**config.mk**
```make
export PLATFORM = sky130hd
export DESIGN_NAME = instr_fetch_flat
export DESIGN_NICKNAME = d
export VERILOG_FILES = /design/src/rtl/instr_fetch_if.sv /design/src/rtl/instr_fetch.sv /design/src/flat_wrapper.sv
export SDC_FILE = /design/constraint.sdc
export NUM_CORES = 1
export LEC_CHECK = 0
export CAP_MARGIN = 0
export CORE_MARGIN = 10
export CORE_UTILIZATION = 40
export DETAILED_ROUTE_END_ITERATION = 8
export PLACE_DENSITY = 0.66
export SLEW_MARGIN = 40
export SYNTH_ARGS = -nofsm -noshare
export SYNTH_HDL_FRONTEND = slang
export SYNTH_SLANG_ARGS = --single-unit
```
**constraint.sdc**
```tcl
create_clock -name CLK -period 2 [get_ports CLK]
set_clock_uncertainty 0.1 [all_clocks]
set_input_delay 0.2 -clock CLK [delete_from_list [all_inputs] [get_ports CLK]]
set_output_delay 0.2 -clock CLK [all_outputs]
set_load 0.01 [all_outputs]
```
**src/rtl/instr_fetch_if.sv**
```systemverilog
// Fetch/loader bus between the PC, control sequencer, decoder and program store.
// The master side drives address, fetch request and loader writes.
// The slave side (program store) returns the instruction word and status strobes.
interface instr_fetch_if;
    logic [3:0] A;
    logic       FETCH;
    logic       PROG_WE;
    logic [3:0] PROG_ADDR;
    logic [7:0] PROG_DATA;
    logic [7:0] IR;
    logic [3:0] OPCODE;
    logic [3:0] OPERAND;
    logic       READY;
    logic       BUSY;
    logic       PCEN;
    logic       HALT;
    logic       PERR;

    modport master (
        output A, FETCH, PROG_WE, PROG_ADDR, PROG_DATA,
        input  IR, OPCODE, OPERAND, READY, BUSY, PCEN, HALT, PERR
    );

    modport slave (
        input  A, FETCH, PROG_WE, PROG_ADDR, PROG_DATA,
        output IR, OPCODE, OPERAND, READY, BUSY, PCEN, HALT, PERR
    );
endinterface

```
**src/rtl/instr_fetch.sv**
```systemverilog
// Program store + instruction register: fetches mem[A] on FETCH, strobes PCEN to advance PC.
// Latency: FETCH accepted at edge 0, IR/READY/PCEN valid after edge 2, idle again after edge 3.
// Backpressure: BUSY high for the whole fetch; FETCH during BUSY or after HALT is dropped.
// Optional parity store enabled by defining IFETCH_PARITY_EN (9-bit words, sticky PERR).
module instr_fetch (
    input  logic        CLK,
    input  logic        RESET,
    instr_fetch_if.slave bus
);

`ifdef IFETCH_PARITY_EN
    localparam int WORD_W = 9;
`else
    localparam int WORD_W = 8;
`endif

    typedef enum logic [1:0] {
        S_IDLE  = 2'd0,
        S_READ  = 2'd1,
        S_LATCH = 2'd2,
        S_STEP  = 2'd3
    } state_t;

    state_t              state_q, state_d;
    logic [3:0]          addr_q, addr_d;
    logic [7:0]          ir_q, ir_d;
    logic                ready_q, ready_d;
    logic                busy_q, busy_d;
    logic                pcen_q, pcen_d;
    logic                halt_q, halt_d;
`ifdef IFETCH_PARITY_EN
    logic                perr_q, perr_d;
`endif

    // Program store is deliberately not reset; contents survive RESET.
    logic [WORD_W-1:0]   mem_q [16];
    logic [WORD_W-1:0]   rdata_q;

    // Loader writes in any state; the READ-state read uses pre-edge contents.
    always_ff @(posedge CLK) begin
        if (bus.PROG_WE) begin
`ifdef IFETCH_PARITY_EN
            mem_q[bus.PROG_ADDR] <= {^bus.PROG_DATA, bus.PROG_DATA};
`else
            mem_q[bus.PROG_ADDR] <= bus.PROG_DATA;
`endif
        end
        if (state_q == S_READ) begin
            rdata_q <= mem_q[addr_q];
        end
    end

    // Control state and architectural outputs, cleared asynchronously.
    always_ff @(posedge CLK or posedge RESET) begin
        if (RESET) begin
            state_q <= S_IDLE;
            addr_q  <= 4'd0;
            ir_q    <= 8'd0;
            ready_q <= 1'b0;
            busy_q  <= 1'b0;
            pcen_q  <= 1'b0;
            halt_q  <= 1'b0;
`ifdef IFETCH_PARITY_EN
            perr_q  <= 1'b0;
`endif
        end else begin
            state_q <= state_d;
            addr_q  <= addr_d;
            ir_q    <= ir_d;
            ready_q <= ready_d;
            busy_q  <= busy_d;
            pcen_q  <= pcen_d;
            halt_q  <= halt_d;
`ifdef IFETCH_PARITY_EN
            perr_q  <= perr_d;
`endif
        end
    end

    // Next-state and output-register updates for the four-step fetch sequence.
    always_comb begin
        state_d = state_q;
        addr_d  = addr_q;
        ir_d    = ir_q;
        ready_d = ready_q;
        busy_d  = busy_q;
        pcen_d  = pcen_q;
        halt_d  = halt_q;
`ifdef IFETCH_PARITY_EN
        perr_d  = perr_q;
`endif
        case (state_q)
            S_IDLE: begin
                // A halted core parks here until RESET.
                if (bus.FETCH && !halt_q) begin
                    addr_d  = bus.A;
                    ready_d = 1'b0;
                    busy_d  = 1'b1;
                    state_d = S_READ;
                end
            end
            S_READ: begin
                state_d = S_LATCH;
            end
            S_LATCH: begin
                state_d = S_STEP;
`ifdef IFETCH_PARITY_EN
                if (^rdata_q) begin
                    // Corrupt word: keep old IR, no PC advance, flag it.
                    perr_d = 1'b1;
                end else
`endif
                begin
                    ir_d    = rdata_q[7:0];
                    ready_d = 1'b1;
                    // HLT leaves the PC pointing at itself.
                    if (rdata_q[7:4] == 4'hF) begin
                        halt_d = 1'b1;
                    end else begin
                        pcen_d = 1'b1;
                    end
                end
            end
            S_STEP: begin
                pcen_d  = 1'b0;
                busy_d  = 1'b0;
                state_d = S_IDLE;
            end
            default: begin
                state_d = S_IDLE;
            end
        endcase
    end

    assign bus.IR      = ir_q;
    assign bus.OPCODE  = ir_q[7:4];
    assign bus.OPERAND = ir_q[3:0];
    assign bus.READY   = ready_q;
    assign bus.BUSY    = busy_q;
    assign bus.PCEN    = pcen_q;
    assign bus.HALT    = halt_q;
`ifdef IFETCH_PARITY_EN
    assign bus.PERR    = perr_q;
`else
    assign bus.PERR    = 1'b0;
`endif

endmodule

```
**src/flat_wrapper.sv**
```systemverilog
// flat-port wrapper written by rule: the top's interface ports become plain ports
module instr_fetch_flat 
  (CLK, RESET, bus_A, bus_FETCH, bus_PROG_WE, bus_PROG_ADDR, bus_PROG_DATA, bus_IR, bus_OPCODE, bus_OPERAND, bus_READY, bus_BUSY, bus_PCEN, bus_HALT, bus_PERR);
  instr_fetch_if bus_i ();
  input  logic CLK;
  input  logic RESET;
  input wire logic [$bits(bus_i.A)-1:0] bus_A;
  input wire logic [$bits(bus_i.FETCH)-1:0] bus_FETCH;
  input wire logic [$bits(bus_i.PROG_WE)-1:0] bus_PROG_WE;
  input wire logic [$bits(bus_i.PROG_ADDR)-1:0] bus_PROG_ADDR;
  input wire logic [$bits(bus_i.PROG_DATA)-1:0] bus_PROG_DATA;
  output wire logic [$bits(bus_i.IR)-1:0] bus_IR;
  output wire logic [$bits(bus_i.OPCODE)-1:0] bus_OPCODE;
  output wire logic [$bits(bus_i.OPERAND)-1:0] bus_OPERAND;
  output wire logic [$bits(bus_i.READY)-1:0] bus_READY;
  output wire logic [$bits(bus_i.BUSY)-1:0] bus_BUSY;
  output wire logic [$bits(bus_i.PCEN)-1:0] bus_PCEN;
  output wire logic [$bits(bus_i.HALT)-1:0] bus_HALT;
  output wire logic [$bits(bus_i.PERR)-1:0] bus_PERR;
  assign bus_i.A = bus_A;
  assign bus_i.FETCH = bus_FETCH;
  assign bus_i.PROG_WE = bus_PROG_WE;
  assign bus_i.PROG_ADDR = bus_PROG_ADDR;
  assign bus_i.PROG_DATA = bus_PROG_DATA;
  assign bus_IR = bus_i.IR;
  assign bus_OPCODE = bus_i.OPCODE;
  assign bus_OPERAND = bus_i.OPERAND;
  assign bus_READY = bus_i.READY;
  assign bus_BUSY = bus_i.BUSY;
  assign bus_PCEN = bus_i.PCEN;
  assign bus_HALT = bus_i.HALT;
  assign bus_PERR = bus_i.PERR;
  instr_fetch u_core (.CLK(CLK), .RESET(RESET), .bus(bus_i));
endmodule
```
Word-level counts from Yosys, hierarchy flattened
Memory sizes are Yosys's and may differ from the RTL's. A register that Yosys moved wholly into a read port is not among the register bits.
Index checks and enable logic that the tools add are counted.
{"block": "classes", "eq_ne": 6, "muxes": 10, "n_reduce_logical": 11}
{"cell": "$reduce_and 2->1", "count": 5}
{"cell": "$pmux 2 s4", "count": 1}
{"cell": "$pmux 1 s2", "count": 3}
{"cell": "$reduce_bool 2->1", "count": 3}
{"cell": "$mux 1", "count": 5}
{"cell": "$eq 2x2->1 const B", "count": 2}
{"cell": "$eq 4x4->1 const B", "count": 1}
{"cell": "$eq 2x1->1 const B", "count": 1}
{"cell": "$logic_not 2->1", "count": 1}
{"cell": "$mux 2", "count": 1}
{"cell": "$ne 2x1->1 const B", "count": 1}
{"cell": "$ne 2x2->1 const B", "count": 1}
{"cell": "$logic_and 1x1->1", "count": 1}
{"cell": "$logic_not 1->1", "count": 1}
{"block": "totals", "ff_bits": 18, "ram_bits": 128, "inputBits": 20, "output_inout_bits": 21, "word_cells": 35, "n_memories": 1}
{"name": "u_core.mem_q", "words": 16, "width": 8, "rd": 1, "rd_clocked_by_memory_dff": 1, "wr": 1, "line": "instr_fetch.sv:36", "rtl": "logic [WORD_W-1:0] mem_q [16];"}

Longest topological paths before layout
{"block": "depth", "word_depth": 4, "mapped_depth": 5, "ltp_nobuf": 5}

Worst setup path before layout
OpenSTA, ideal clock, no wires.
{"block": "synth_path", "path_type": "input -> register", "start": "input bus_PROG_ADDR[2]", "end": "memory u_core.mem_q[0][0], enable pin", "setup_time_ps": 383, "t_arrival_ps": 1310, "required_time_ps": 1517, "slack_ps": 207, "stages": 2, "path_buffers": 0, "path_cell_list": "or3b_2 -> nor3_1"}
{"element": "start, declared", "line": "flat_wrapper.sv:10", "rtl": "input wire logic [$bits(bus_i.PROG_ADDR)-1:0] bus_PROG_ADDR;"}
{"element": "end, declared", "line": "instr_fetch.sv:36"}
No word-level cell before the write port.

==> flow_summary.yaml <==
outcome:
  status: "finished clean"
global_route:
  grt_pass1_wl_um: 18500
  overflow: 0
  grt_antenna_before_repair: 0
  gr-usage-all-layers_pct: 12.4
  grt_pass1_vias: 3164
  grt_start_max_net_pins: 34
timing:
  max_slew_margin_pct: 53.3
  rsz0062_at_grt: "false"
  setup_violations: 0
  post-route-period-util_pct: 97.8
  slew_violations: 0
  min_period_ns: 1.96
  setup-tns-final_ns: 0
  holdWs_ns: 0.0977
  finalHoldViolCount: 0
  fmax_ghz: 0.511
  worstMarginPinSlew_ns: 0.700
route:
  wl_um: 11900
  avgRoutedWirePerCell_um: 21.6
  drt_drc_violations_left: 0
  via_per_inst: 5.31
  drtAntennaViolNets: 0
  dr.pass1.iters: 4
  drt-initial-drc-count: 302
  via_count: 2942
clock_tree:
  path_clk_slew_ns: 0.06
  cts_tree: "done"
  cts_setup_buffers: 0
  clk_latency_ns: 0.42
  cts_resized: 1
  cts-root-buf: "clkbuf_16"
  cts_hold_buf: 0
  htree_levels: 4
  cts.sinks: 154
  cts.path.max_buffers: 2
  cts_buffers: 17
logic_synthesis:
  synthArstFlopShare_pct: 11.7
  synthFlopType: "edfxtp_1"
  netlist_top_cells_area: "edfxtp_1, mux4_2, dfrtp_1"
  synth_edf_count: 136
  yosysWarnings: 0
  yosys.area.top_type: "edfxtp_1"
  synth_cell_types: 34
  yosysTopAreaCellShare_pct: 67.4
  synthesis.nets: 320
  synth_commonest_cells: "edfxtp_1, mux4_2, dfrtp_1"
  postSynthCellCount: 295
  synth_seq_area_share_pct: 74.9
  syn_avg_cell_area_um2: 20.5
  synth_seq_cells: 154
  syn_area_um2: 6060
  synth_most_common_cell: "edfxtp_1"
floorplanning:
  dieArea_um2: 20500
  die_h_um: 143
  io_pins: 41
  initial_core_util_pct: 41.2
  rows: 44
  die-width_um: 143
  core-area_um2: 14700
power:
  leakagePower_uw: 0.00250
  p_per_area_nw_per_um2: 1380
  peakVddDrop_mv: 0.618
worst_setup_path:
  crit_path_end: "u_core.rdata_q[0]$_DFFE_PN_"
  startpoint: "u_core.addr_q[0]$_DFFE_PP0P_"
  r2r_end: "u_core.rdata_q[0]$_DFFE_PN_"
  worst_setup_path_end_kind: "flop"
  critPathRequiredTime_ns: 2.06
  worst-endpoint-arrival_ns: 2.01
  reg2regPathDepth: 5
  crit_fanout: 10
  worstSetupPathType: "flop to flop"
  cp_cell_sequence: "buf_12 > mux4_2 > a22oi_1 > buf_4 > nand2_1"
  cpMaxStageDelayCell: "mux4_2"
  path_depth: 5
  cp-start-kind: "flop"
  max_stage_delay_ns: 0.50
  cp_top_family: "multiplexers"
  timing.critical_path.buf_inv: 2
  r2r-start: "u_core.addr_q[0]$_DFFE_PP0P_"
  r2r_slack_ns: 0.04
final_layout:
  finalNonFillerCells: 554
  finalNetCount: 382
  drive_gt1_share_pct: 26.2
  n_antenna_cell: 0
  areaGrowthSynthToFinish_pct: 21.0
placed_design:
  portBuffers: 39
  place_congestion: 0.729
  numPlacedInstances: 522
  hpwl_um: 7840
worst_hold_path:
  hold_class: "input port to async pin"
run:
  cap_violations: 0
==> cell type report <==
cell class	count	area, µm²
fillers	1184	7370
flip-flops and latches	154	4540
multi-input cells	115	1350
repair buffers	64	616
clock buffers	18	429
well taps	184	230
clock inverters	14	155
inverters	5	18.8
==> logic make-up (layout without fill, tap and decap cells) <==
group | Yosys count | after routing | share of synthesized area (%)
adder cells (fa/ha/maj) | 5 | 5 | 1.03
buffers and inverters | 26 | 101 | 2.93
flip-flops | 154 | 154 | 74.9
other | 1 | 1 | 0.0619
AO/OA/AOI/OAI | 22 | 22 | 2.69
AND/OR/NAND/NOR | 40 | 40 | 3.20
multiplexers | 47 | 47 | 15.2
==> power by group <==
group / total (µW) / internal, µW / switching (µW) / leakage [µW]
logic: 2860 / 1560 / 1310 / 0.000788
registers: 4130 / 3910 / 222 / 0.00144
clock network: 3150 / 1940 / 1210 / 0.000274
==> state kept, by name (all words and copies together), names as in the netlist <==
register	flops
u_core.addr_q	4
u_core.bus.READY	1
u_core.rdata_q	8
u_core.mem_q	128
u_core.bus.IR	8
u_core.bus.PCEN	1
u_core.bus.HALT	1
u_core.state_q	2
u_core.bus.BUSY	1
==> worst min path at each step <==
stage | start | end | slack (ns) | depth (start not counted)
after floorplan | RESET | u_core.addr_q[0]$_DFFE_PP0P_ | 0.04 | 1
after global placement | u_core.rdata_q[0]$_DFFE_PN_ | u_core.bus.IR[0]$_DFFE_PP0P_ | 0.37 | 1
after detailed placement | u_core.rdata_q[0]$_DFFE_PN_ | u_core.bus.IR[0]$_DFFE_PP0P_ | 0.37 | 1
after CTS | RESET | u_core.bus.IR[0]$_DFFE_PP0P_ | 0.11 | 2
after global routing | RESET | u_core.bus.IR[0]$_DFFE_PP0P_ | 0.16 | 2
final | RESET | u_core.bus.IR[5]$_DFFE_PP0P_ | 0.1 | 2
==> layer usage <==
metal | vias to the layer above | part of all wire, % | track usage (%)
met3 | 7 | 7.3 | 5.14
li1 | 1318 | - | -
met1 | 1518 | 44 | 16.0
met4 | 0 | 0.62 | 3.85
met2 | 99 | 48 | 18.7
met5 | - | 0 | 0
==> placed cells by master (no fill, tap or decap), types with 2 or more instances in the layout <==
master           count
edfxtp_1           136
clkdlybuf4s50_1     39
mux4_2              25
buf_4               22
clkbuf_16           17
dfrtp_1             17
mux2_2              14
a22oi_1             14
nor2_1              14
nand2_1             10
mux4_1               7
inv_1                5
ha_1                 5
nor3_1               4
clkinvlp_4           4
nand3b_1             3
nand2b_1             3
clkinv_2             3
bufinv_16            3
clkinv_1             3
buf_12               3
a22oi_2              2
a21oi_1              2
==> metrics by stage <==
step / util, % / total power [µW] / instance area (µm²) / worst slack [ns]
2_1_floorplan: - / 6050 / 6060 / 0.207
6_report: 49.9 / 10100 / 7330 / 0.0430
4_1_cts: 49.9 / 10300 / 7330 / 0.0233
3_3_place_gp: 45.9 / 7030 / 6750 / -0.0129
5_1_grt: 49.9 / 10700 / 7330 / 0.0106
3_5_place_dp: 45.9 / 7080 / 6750 / -0.0104
==> worst register-to-register path, stage by stage, from the launching register on <==
cell and delay (ns):
dfrtp_2 0.44, buf_12 0.18, mux4_2 0.50, a22oi_1 0.25
buf_4 0.16, nand2_1 0.07
Note: power is estimated with default switching activity, not from simulation.
==> RTL edit 1: new RTL, config.mk and constraints unchanged <==
Take the reset off `addr_q` and `ir_q` and load them in a clocked block of their own.
--- a/src/rtl/instr_fetch.sv
+++ b/src/rtl/instr_fetch.sv
@@ -54,8 +54,6 @@
     always_ff @(posedge CLK or posedge RESET) begin
         if (RESET) begin
             state_q <= S_IDLE;
-            addr_q  <= 4'd0;
-            ir_q    <= 8'd0;
             ready_q <= 1'b0;
             busy_q  <= 1'b0;
             pcen_q  <= 1'b0;
@@ -65,8 +63,6 @@
 `endif
         end else begin
             state_q <= state_d;
-            addr_q  <= addr_d;
-            ir_q    <= ir_d;
             ready_q <= ready_d;
             busy_q  <= busy_d;
             pcen_q  <= pcen_d;
@@ -75,6 +71,11 @@
             perr_q  <= perr_d;
 `endif
         end
+    end
+
+    always_ff @(posedge CLK) begin
+        addr_q <= addr_d;
+        ir_q   <= ir_d;
     end
 
     // Next-state and output-register updates for the four-step fetch sequence.
Behaviour: differs if RESET is asserted again (counterexample within 4 cycles, from zero or initial values and one cycle with RESET high); with RESET held inactive, the same outputs for 4 cycles.
==> RTL edit 1 against the unedited design <==
  * Count of clock-buffer cells in the layout stayed put
  * Hold slack better by 140 ps
  * Final area decreased by 2.3%
  * Area after synthesis fell by 1.4%
  * First-iteration DRC count decreased by 14%
  * Setup slack gained 46 ps
  * Sequential cell count stayed put
  * Non-clock buffer count decreased by 1
  * Wire length decreased by 3.0%
  * Highest routed layer unchanged
Power is not compared: it rests on default switching activity, and its combinational part moved more than twofold at a synthesized area within 25%.
==> RTL edit 1: results (changes against the unedited design) <==
* Syn Inst Count at 282 (-4.4%)
* DRT Pass-1 Iters at 5 (+1)
* Post-synth EDFFs at 148 (+8.8%)
* Met3 usage at 4.61% (-0.53 points)
* ClkCell Share at 7.18% (-0.79 points)
* Met1 usage at 15.7% (-0.31 points)
* Setup WS pre-CTS at 49.2 ps (+59.6 ps)
* Metal3 WL at 854 um (-1.4%)
* Signal buffers at 63 (-1.6%)
* Outcome: finished clean
* First-pass GRT wire length at 17.6 mm (-4.8%)
* Max incr delay on CP at 520 ps (+20 ps)
* Critical R2R Capture: u_core.rdata_q[6]
* Vias in the first global route at 2935 (-7.2%)
* Largest net degree at the start of global routing at 33 (-2.9%)
* R2R depth at 4 (-1)
* Met2 wire length at 5.47 mm (-4.3%)
* Seq/Total Area, Yosys at 76.9% (+2.1 points)
* Metal-1 WL at 5.14 mm (-2.8%)
* Initial DRC Count at 260 (-14%)
* Syn Nets at 307 (-4.1%)
* Via/cell ratio at 5.30 (-0.23%)
* Seq cells at 154 (unchanged)
* Synth async-reset ratio at 3.90% (-7.8 points)
* R2r setup slk at 90 ps (+50 ps)
* Fraction of area in registers at 64.1% (+2.2 points)
* Layout cells sized above 1 at 21.6% (-4.6 points)
* Hold crit path type: primary input to flip-flop
* Slew margin rel. at 60.0% (+6.7 points)
* Worst path arrival time at 1970 ps (-40 ps)
* Net count, final at 370 (-3.1%)
* Placed cells at 509 (-2.5%)
* CP endpoint: u_core.rdata_q[6]
* Layout Cells excl Fill at 540 (-2.5%)
-- RTL edit 1: cell types whose count changed in the layout (fill, tap and decap cells not counted), moves of 3 or more --
cell / delta
edfxtp_1: +12
clkinvlp_4: -3
dfrtp_1: -11
mux2_2: -13
clkinv_2: +5
-- RTL edit 1: logic make-up after synthesis --
family	Yosys count	share of synthesized area, %
muxes	34	12.9
and+or+nand+nor	44	3.62
AOI/OAI and AO/OA	21	2.60
buffers and inverters	23	2.81
adders and majority gates	5	1.05
other	1	0.0628
DFF	154	76.9
-- RTL edit 1: stage by stage --
step / hold WS, ps / cell area, um^2
after floorplan: -109 / 5970
after global placement: 301 / 6640
after detailed placement: 310 / 6640
after CTS: 224 / 7160
after global routing: 241 / 7170
final: 241 / 7170
-- RTL edit 1: where the power goes --
group          internal, mW  leakage [nW]  total, mW  switching [mW]
sequential             3.85          1.41       3.98           0.126
clock                  1.66         0.259       2.81            1.14
combinational         0.633         0.745       1.23           0.598
==> RTL edit 2: new RTL, same flow settings <==
Without the edit above. Add a define of `IFETCH_PARITY_EN`.
--- a/src/rtl/instr_fetch.sv
+++ b/src/rtl/instr_fetch.sv
@@ -2,6 +2,8 @@
 // Latency: FETCH accepted at edge 0, IR/READY/PCEN valid after edge 2, idle again after edge 3.
 // Backpressure: BUSY high for the whole fetch; FETCH during BUSY or after HALT is dropped.
 // Optional parity store enabled by defining IFETCH_PARITY_EN (9-bit words, sticky PERR).
+`define IFETCH_PARITY_EN
+
 module instr_fetch (
     input  logic        CLK,
     input  logic        RESET,
Function: same outputs for any inputs over 4 cycles, from zero or initial values and one cycle with RESET high; that may be too few to reach the edited logic, so the function may still have changed.
==> RTL edit 2 against the unedited design <==
  * Final area up 15%
  * Power up 25%
  * Utilization up 0.69 points
  * Area after synthesis up 13%
  * Wire length up 8.9%
  * Setup slack worse by 25 ps
  * Sequential cell count up 18
==> RTL edit 2: results (changes against the unedited design) <==
* Worst path arrival time at 2190 ps (+180 ps)
* Cell family with most CP delay: XOR/XNOR gates
* Synth async-reset ratio at 11.0% (-0.64 points)
* Outcome: finished clean
* Metal-1 WL at 5.61 mm (+6.2%)
* Syn Nets at 365 (+14%)
* DRT Pass-1 Iters at 7 (+3)
* Post-synthesis adder-cell area fraction at 1.28% (+0.25 points)
* Post-synth EDFFs at 153 (+13%)
* Routability cong. at 0.738 (+1.2%)
* Proportion of synthesized area in mux cells at 14.2% (-0.99 points)
* Met1 usage at 14.9% (-1.1 points)
* Net count, final at 445 (+16%)
* Met2 wire length at 6.54 mm (+15%)
* CP max FO at 5 (-5)
* Number of buffers on the longest clock path at 2 (unchanged)
* Routed length per instance at 20.0 um (-7.3%)
* R2R depth at 4 (-1)
* Metal3 WL at 682 um (-21%)
* Overall Global Routing Usage at 12.0% (-0.37 points)
* CTS clock-pin slew for the worst setup and hold paths at 60 ps (about the same)
* Slew margin rel. at 51.6% (-1.7 points)
* Hold crit path type: primary input to async pin
* Layout cells sized above 1 at 29.9% (+3.7 points)
* Yosys cell types at 32 (-5.9%)
* First-pass GRT wire length at 20.1 mm (+8.8%)
* Pleak at 2.90 nW (+16%)
* Initial DRC Count at 290 (-4.0%)
* Via count at 3308 (+12%)
* Placed inst area at 7700 um^2 (+14%)
* Largest net degree at the start of global routing at 38 (+12%)
* Vias in the first global route at 3583 (+13%)
* Commonest cells post-synth: edfxtp_1 (153), mux4_2 (36), a22oi_1 (19), dfrtp_1 (19), nand2_1 (16)
* Met3 usage at 3.24% (-1.9 points)
* Slowest stage cell, crit path: xnor3_1
* Synth Area in Compound Gates at 3.15% (+0.46 points)
* Synth top area cells: edfxtp_1 (67%), mux4_2 (12%), dfrtp_1 (7.0%)
* Peak supply drop at 893 uV (+45%)
* I/O Buffers at 40 (+2.6%)
* DP HPWL at 8.63 mm (+10%)
* R2r setup slk at 20 ps (-20 ps)
* Max incr delay on CP at 440 ps (-60 ps)
* Max FFs per register at 144 (+13%)
* Post-Synth XOR/XNOR Area at 1.81% (+1.8 points)
* Worst r2r src: u_core.rdata_q[0]
==> RTL edit 2: per-stage QoR <==
step           worst slack, ps  std cells
3_5_place_dp             -33.7        615
5_1_grt                  -45.4        651
3_3_place_gp            -0.755        615
2_1_floorplan            -9.09        338
6_report                  18.4        651
4_1_cts                  -13.8        651
==> RTL edit 2: final cells by class <==
type / instances / area (um^2)
Fill cell: 1342 / 8230
Clock buffer: 17 / 425
Sequential cell: 172 / 5070
Tap cell: 220 / 275
Multi-Input combinational cell: 142 / 1670
Inverter: 5 / 18.8
Timing Repair Buffer: 80 / 742
Clock inverter: 15 / 209
==> RTL edit 2: what timing repair did <==
item,CTS,global route
cloned,1,0
gates resized for setup,5,3
setup endpoints to repair,9,12
hold buffers,0,0
pin swaps,3,4
setup buffers,3,0
==> RTL edit 2: power by group <==
group	leakage (nW)	total [mW]	internal, mW	switching, mW
combinational	0.996	4.53	2.62	1.91
clock	0.296	3.50	2.11	1.39
sequential	1.61	4.69	4.42	0.271
